$ cat src/rtl/sap_control_datapath.sv
// -----------------------------------------------------------------------------
// sap_control_datapath
//   Control and arithmetic core of the SAP-1 8-bit computer: a six-state
//   one-hot ring counter with its control-word decoder, the accumulator and
//   the adder/subtractor. The W bus itself is muxed at the top level; this
//   block only offers a value (bus_out) together with an output enable.
//
// Ports
//   clock         in   system clock, all state changes on the rising edge
//   reset         in   asynchronous active-low reset
//   instruction   in   opcode nibble from the instruction register
//   w_bus_in      in   current W bus value (accumulator load source)
//   b_in          in   B register value (ALU operand b)
//   control_word  out  {Cp,Ep,Lm_n,Ce_n,Li_n,Ei_n,La_n,Ea,Su,Eu,Lb_n,Lo_n}
//   bus_out       out  value this block drives onto the W bus
//   bus_oe        out  high while bus_out is valid (Ea or Eu)
//   acc_value     out  accumulator contents (ALU operand a)
//   carry         out  ALU carry-out on add, no-borrow on subtract
//   t_state       out  one-hot ring state, bit0 = T1 ... bit5 = T6
//   halted        out  high once HLT has executed, cleared only by reset
// -----------------------------------------------------------------------------
module sap_control_datapath #(
  parameter int WIDTH = 8
) (
  input  logic             clock,
  input  logic             reset,
  input  logic [3:0]       instruction,
  input  logic [WIDTH-1:0] w_bus_in,
  input  logic [WIDTH-1:0] b_in,
  output logic [11:0]      control_word,
  output logic [WIDTH-1:0] bus_out,
  output logic             bus_oe,
  output logic [WIDTH-1:0] acc_value,
  output logic             carry,
  output logic [5:0]       t_state,
  output logic             halted
);

  typedef enum logic [5:0] {
    T1 = 6'b000001,
    T2 = 6'b000010,
    T3 = 6'b000100,
    T4 = 6'b001000,
    T5 = 6'b010000,
    T6 = 6'b100000
  } ring_e;

  localparam logic [3:0]  OP_LDA = 4'b0000;
  localparam logic [3:0]  OP_ADD = 4'b0001;
  localparam logic [3:0]  OP_SUB = 4'b0010;
  localparam logic [3:0]  OP_OUT = 4'b1110;
  localparam logic [3:0]  OP_HLT = 4'b1111;
  localparam logic [11:0] CW_IDLE = 12'h3E3;

  ring_e            r_state;
  ring_e            w_next_state;
  logic             r_halted;
  logic [WIDTH-1:0] r_acc;
  logic [11:0]      w_cw;
  logic             w_set_halt;
  logic             w_la_n;
  logic             w_ea;
  logic             w_su;
  logic             w_eu;
  logic [WIDTH-1:0] w_b_operand;
  logic [WIDTH:0]   w_sum;
  logic [WIDTH-1:0] w_bus_out;
  logic             w_bus_oe;

  // Ring counter state register
  always_ff @(posedge clock or negedge reset) begin
    if (!reset) begin
      r_state <= T1;
    end else begin
      r_state <= w_next_state;
    end
  end

  // Ring counter advance; frozen while halted, any corrupted code recovers to T1
  always_comb begin
    w_next_state = r_state;
    if (r_halted) begin
      w_next_state = r_state;
    end else begin
      case (r_state)
        T1:      w_next_state = T2;
        T2:      w_next_state = T3;
        T3:      w_next_state = T4;
        T4:      w_next_state = T5;
        T5:      w_next_state = T6;
        T6:      w_next_state = T1;
        default: w_next_state = T1;
      endcase
    end
  end

  // HLT takes effect on the edge that ends its T4
  assign w_set_halt = (r_state == T4) && (instruction == OP_HLT) && !r_halted;

  // Halt flag, sticky until reset
  always_ff @(posedge clock or negedge reset) begin
    if (!reset) begin
      r_halted <= 1'b0;
    end else if (w_set_halt) begin
      r_halted <= 1'b1;
    end else begin
      r_halted <= r_halted;
    end
  end

  // Control-word decode: fetch in T1-T3, opcode-dependent execute in T4-T6
  always_comb begin
    w_cw = CW_IDLE;
    if (r_halted) begin
      w_cw = CW_IDLE;
    end else begin
      case (r_state)
        T1: w_cw = 12'h5E3;
        T2: w_cw = 12'hBE3;
        T3: w_cw = 12'h263;
        T4: begin
          case (instruction)
            OP_LDA, OP_ADD, OP_SUB: w_cw = 12'h1A3;
            OP_OUT:                 w_cw = 12'h3F2;
            default:                w_cw = CW_IDLE;
          endcase
        end
        T5: begin
          case (instruction)
            OP_LDA:         w_cw = 12'h2C3;
            OP_ADD, OP_SUB: w_cw = 12'h2E1;
            default:        w_cw = CW_IDLE;
          endcase
        end
        T6: begin
          case (instruction)
            OP_ADD:  w_cw = 12'h3C7;
            OP_SUB:  w_cw = 12'h3CF;
            default: w_cw = CW_IDLE;
          endcase
        end
        default: w_cw = CW_IDLE;
      endcase
    end
  end

  assign w_la_n = w_cw[5];
  assign w_ea   = w_cw[4];
  assign w_su   = w_cw[3];
  assign w_eu   = w_cw[2];

  // Accumulator: loads from the bus when La_n is low and the machine is running
  always_ff @(posedge clock or negedge reset) begin
    if (!reset) begin
      r_acc <= {WIDTH{1'b0}};
    end else if (!w_la_n && !r_halted) begin
      r_acc <= w_bus_in;
    end else begin
      r_acc <= r_acc;
    end
  end

  // Subtraction as A + ~B + 1; the extra top bit is carry, i.e. no-borrow (A >= B)
  assign w_b_operand = w_su ? ~b_in : b_in;
  assign w_sum       = {1'b0, r_acc} + {1'b0, w_b_operand} + {{WIDTH{1'b0}}, w_su};

  // Bus drive priority: accumulator, then ALU, otherwise released
  always_comb begin
    w_bus_out = {WIDTH{1'b0}};
    w_bus_oe  = 1'b0;
    if (w_ea) begin
      w_bus_out = r_acc;
      w_bus_oe  = 1'b1;
    end else if (w_eu) begin
      w_bus_out = w_sum[WIDTH-1:0];
      w_bus_oe  = 1'b1;
    end else begin
      w_bus_out = {WIDTH{1'b0}};
      w_bus_oe  = 1'b0;
    end
  end

  assign control_word = w_cw;
  assign bus_out      = w_bus_out;
  assign bus_oe       = w_bus_oe;
  assign acc_value    = r_acc;
  assign carry        = w_sum[WIDTH];
  assign t_state      = r_state;
  assign halted       = r_halted;

endmodule

$ cat config.mk
export PLATFORM = sky130hd
export DESIGN_NAME = sap_control_datapath
export DESIGN_NICKNAME = d
export VERILOG_FILES = /design/src/rtl/sap_control_datapath.sv
export SDC_FILE = /design/constraint.sdc
export NUM_CORES = 1
export LEC_CHECK = 0
export CELL_PAD_IN_SITES_DETAIL_PLACEMENT = 1
export CELL_PAD_IN_SITES_GLOBAL_PLACEMENT = 2
export CORE_ASPECT_RATIO = 0.75
export CORE_MARGIN = 2
export CORE_UTILIZATION = 21
export CTS_CLUSTER_DIAMETER = 80
export DETAILED_ROUTE_END_ITERATION = 10
export HOLD_SLACK_MARGIN = 0.1
export PLACE_DENSITY = 0.73
export SYNTH_ARGS = -nofsm -noshare
export SYNTH_HDL_FRONTEND = slang
export SYNTH_SLANG_ARGS = --single-unit
$ cat constraint.sdc
create_clock -name clock -period 4 [get_ports clock]
set_input_delay 0.8 -clock clock [delete_from_list [all_inputs] [get_ports clock]]
set_output_delay 0.8 -clock clock [all_outputs]
set_load 0.005 [all_outputs]
# Word level (Yosys, flattened, before mapping)
# Cells that the tools add are included.
# word_totals
register_bits,15
inputBits,22
output_inout_bits,37
elab_cells,35
# classes
n_addsub,2
eq_ne,10
mux,11
bitwise_logic,1
n_reduce_logical,8
# ops
cell,count
one-hot mux 12 bit (6 select lines),1
one-hot mux 6 bit (5 select lines),1
two-way mux 8 bit,3
one-hot mux 10 bit (2 select lines),1
one-hot mux 9 bit (2 select lines),1
two-way mux 12 bit,1
one-hot mux 6 bit (2 select lines),1
adder 8 x 8 -> 9 bit,1
adder 9 x 1 -> 9 bit,1
"== test 4 bit, second input constant",2
inverter 8 bit,1
"== test 6 x 1 -> 1 bit, second input constant",1
"== test 6 x 2 -> 1 bit, second input constant",1
"== test 6 x 3 -> 1 bit, second input constant",1
"== test 6 x 4 -> 1 bit, second input constant",1
"== test 6 x 5 -> 1 bit, second input constant",1
"== test 6 bit, second input constant",1
"== test 4 x 1 -> 1 bit, second input constant",1
"== test 4 x 2 -> 1 bit, second input constant",1
logical NOT 4 bit,1
logical AND 1 bit,3
OR reduction 3 bit,1
logical NOT 1 bit,2
two-way mux 1 bit,2
OR reduction 2 bit,1

# Longest topological paths before layout
# Gate-level depths: netlist of the first run.
# depth
ltp_word,10
ltp_mapped,12
mapped_depth_nobuf,10

# Worst setup path before layout of the first run
# No wires, ideal clock.
# synth_path
path_type,input to output
from,input port instruction[0]
to,output port bus_out[6]
arrival_time_ns,3.463
required_ns,3.200
slack_ns,-0.263
cell_stages,11
n_path_buf,2
cell_sequence,buf_6 > or4b_4 > or3_4 > buf_6 > xnor2_1 > ha_1 > nor2b_1 > o21ai_0 > a21oi_1 > or3_1 > a32o_1
# synth_between
elab_chain_len,9
elab_cells_between_ends,14
classes_between,add/sub (2); eq/ne (3); mux (7); reduce/logical (2)
# synth_rtl
item,line_no,rtl
from (decl),27,"input logic [3:0] instruction,"
== test 4 x 2 -> 1 bit or == test 4 x 1 -> 1 bit (tied branches),"122, 136",
one-hot mux 6 bit (2 select lines),136,case (instruction)
one-hot mux 12 bit (6 select lines) (*),117,case (r_state)
two-way mux 12 bit (*),114,if (r_halted) begin
two-way mux 8 bit,164,assign w_b_operand = w_su ? ~b_in : b_in;
adder 8 x 8 -> 9 bit,165,"assign w_sum = {1'b0, r_acc} + {1'b0, w_b_operand} + {{WIDTH{1'b0}}, w_su};"
adder 9 x 1 -> 9 bit,165,
two-way mux 8 bit,174,end else if (w_eu) begin
two-way mux 8 bit (*),171,if (w_ea) begin
to (decl),31,"output logic [WIDTH-1:0] bus_out,"
# Mark *: on every way between the ends. The rest lies on a longest branch, timed or not.

# Worst setup path in the final report of the first run
# Same ends and word-level chain as after synthesis.

==> run_results.csv, run 1 <==
group,metric,value,unit
drt,wirelength,5.65,mm
global_route,track_usage,15.4,%
die,die-area,0.00732,mm2
job,drv_cap,0,
placement,dp_cells,333,
worst_setup_path,cp.required,3.20,ns
worst_setup_path,r2r_start,"t_state[0]",
drt,wl_met2,2.44,mm
drt,drc,0,
cts,cts_tree,"yes",
worst_setup_path,start_kind,"input port",
worst_setup_path,r2r_slack,1.87,ns
power,p_per_area,130,mW/mm2
yosys,synth_area,0.00140,mm2
placement,post_dp_cell_area,0.00235,mm2
yosys,netlist.top_cell.by_area,"dfrtp_1",
cts,hold_buffers,0,
die,core,0.00635,mm2
yosys,syn_nets,192,
yosys,synth.most_common_cell,"nand2_1",
yosys,synth_cell_types,51,
global_route,grt_pass1_wl,8.87,mm
sta,finClkSkew,0.00433,ns
sta,slew_viol_final,0,
cts,htreeDepth,1,
yosys,ys_ff_latch,15,
drt,routedLengthMet1,2.94,mm
cts,clkSinkCount,15,
cts,cts_buffer_depth,2,
cts,clk_latency,0.25,ns
cts,clkTransAtPathRegs,0.06,ns
global_route,grt_pass1_vias,1734,
worst_hold_path,hp-class,"reg2reg",
worst_hold_path,min_from,"acc_value[7]",
cts,cts_made_buffers,3,
placement,gp_congestion,0.789,
sta,finalWorstSetupSlack,-0.358,ns
final_layout,fin_util,42.5,%
global_route,grt_start_max_net_pins,16,
sta,max_slew_margin,53.4,%
power,p_leak,1.19,nW
drt,drt_pass1_iterations,4,
final_layout,multi_input_area,0.00117,mm2
die,start_util,22.0,%
final_layout,drive_above_1_share,40.7,%
yosys,yosysSeqAreaShare,27.0,%
yosys,synth_common_cells,"nand2_1, dfrtp_1, o21ai_0",
yosys,yosys-top-cells-area,"dfrtp_1, ha_1, mux2_2, nand2_1, xnor2_1",
worst_hold_path,hold-path-endpoint,"acc_value[7]",
sta,fmax,229,MHz
sta,fin_hold_ws,0.589,ns
sta,worst_pin_slew,0.696,ns
yosys,synthArstFlopShare,100,%
drt,wire_per_inst,16.2,um
final_layout,final_nets,300,
final_layout,fin_area,0.00270,mm2
worst_setup_path,worstPathArrival,3.56,ns
die,die_y,74.6,um
sta,rsz0062_at_grt,"yes",
drt,drt_iter0_drc,79,
final_layout,nFillCells,727,
placement,hpwl,4.19,mm
drt,vias_per_cell,4.67,
drt,vias,1631,
yosys,yosys.area.top_type_share,25.1,%
global_route,antenna_found_initial,0,
die,io_pins,59,
sta,setup_viol,7,
global_route,overflow,0,
worst_hold_path,hold_depth,1,
drt,maxUsedRoutingLayer,"met4",
placement,port_buffers,58,
die,die_width,98.1,um
worst_setup_path,worstPathMaxFanout,3,
cts,cts_root_buf,"clkbuf_8",
power,vdd_drop_max,0.0904,mV
sta,finalHoldViolCount,0,
power,p_total,0.352,mW
yosys,ys.flop_type,"dfrtp_1",
worst_setup_path,path_class,"in2out",
yosys,syn_area_per_cell,8.67,um2
drt,postRouteAntennaNets,0,
yosys,syn_inst,161,
drt,dr_wl_met3,240,um
worst_setup_path,cp-end-kind,"output port",
final_layout,seq_area,377,um2
run_status,status,"finished, violations left",
run_status,violations,"negative setup slack",
final_layout,area_growth,93.5,%
sta,min_period,4.36,ns
sta,post-route-period-util,109,%
worst_setup_path,r2r_end,"acc_value[3]",
die,rows,25,
yosys,yosys_warnings,0,
yosys,synth-edff-count,0,
worst_setup_path,ff2ff_path_depth,5,
final_layout,diodes,0,
final_layout,instances_no_fill,349,
-- worst max path at each step --
stage / startpoint / to / slack, ns / cells past startpoint
global placement: instruction[2] / bus_out[7] / -1.06 / 12
detailed placement: instruction[2] / bus_out[7] / -1.13 / 12
floorplan: instruction[0] / bus_out[6] / -0.06 / 11
CTS: instruction[3] / bus_out[6] / -0.43 / 13
finish: instruction[0] / bus_out[6] / -0.36 / 13
global route: instruction[0] / bus_out[6] / -0.42 / 13
-- flip-flops by register name, summed over array words and instances, names as in the netlist --
register and count:
t_state 6, acc_value 8, halted 1
-- critical path, stage by stage --
cell and delay [ns]:
buf_6 0.09, or4b_4 0.54, or3_4 0.44, buf_12 0.15, buf_6 0.11, xnor2_2 0.12, ha_1 0.30, buf_6 0.14
o21ai_4 0.07, a21oi_4 0.09, or3_1 0.31, a32o_1 0.25, buf_2 0.13
-- cells in the final DEF (no fill, tap or decap), types with 3 or more instances in the layout --
cell,instances
dfrtp_1,14
ha_1,4
nand3b_1,3
buf_6,13
buf_2,8
nor3_1,4
inv_1,8
ha_4,4
mux2_2,8
a21oi_1,5
xnor2_1,3
a21oi_2,4
nand2_1,22
clkbuf_8,3
nand4_1,3
o21ai_1,6
o21ai_0,3
xnor2_2,4
clkdlybuf4s50_1,46
a21o_1,4
buf_4,39
xor2_1,3
nor2_1,5
-- report_power, final --
part / internal, mW / switching, mW / leakage [nW] / total, mW
logic: 0.0460 / 0.0300 / 0.969 / 0.0760
clock network: 0.0690 / 0.0548 / 0.0255 / 0.124
registers: 0.152 / 0 / 0.201 / 0.152
total: 0.267 / 0.0848 / 1.19 / 0.352
-- final cells by class --
type / instances / area share, %
clock buffer: 3 / 1.53
clock inverter: 1 / 0.185
inverter: 9 / 1.25
multi-input combinational: 132 / 43.4
sequential: 15 / 14.0
tap: 81 / 3.76
timing repair buffer: 108 / 35.9
-- per-layer routing --
| metal | up-vias | global-route usage [%] |
|---|---|---|
| li1 | 800 | - |
| met2 | 46 | 23.9 |
| met4 | 0 | 2.62 |
| met3 | 2 | 2.82 |
| met1 | 783 | 22.7 |
| met5 | - | 0 |
-- through the flow --
stage / setup TNS, ns / setup WS (ns)
2_1_floorplan: -0.0631 / -0.0631
3_3_place_gp: -6.38 / -1.06
3_5_place_dp: -6.70 / -1.13
4_1_cts: -1.71 / -0.433
5_1_grt: -2.07 / -0.424
6_report: -1.41 / -0.358
-- cells by family (layout without fill, tap and decap cells) --
family / after synthesis / in the layout / share of synthesized area [%]
AND/OR/NAND/NOR: 62 / 63 / 26.5
AO/OA/AOI/OAI: 38 / 38 / 17.2
flip-flops: 15 / 15 / 27.0
buffers and inverters: 15 / 121 / 5.20
XOR/XNOR: 12 / 12 / 7.53
multiplexers: 10 / 10 / 7.89
adder cells (fa/ha/maj): 9 / 9 / 8.61
-- timing repair --
item / 4_1_cts / 5_1_grt
resized for setup: 75 / 25
setup buffers: 9 / 2
cloned: 1 / 0
endpoints found under the setup margin: 8 / 8
pin swaps: 24 / 20
No activity file was read; power rests on OpenSTA's default activity.
==> inputs of run 2 (changes only) <==
--- a/config.mk
+++ b/config.mk
@@ -11,6 +11,7 @@
 export CORE_MARGIN = 2
 export CORE_UTILIZATION = 21
 export CTS_CLUSTER_DIAMETER = 80
+export CTS_CLUSTER_SIZE = 28
 export DETAILED_ROUTE_END_ITERATION = 10
 export HOLD_SLACK_MARGIN = 0.1
 export PLACE_DENSITY = 0.73
==> results of run 2 <==
The final DEF is identical to that of run 1; final timing and power are the same.
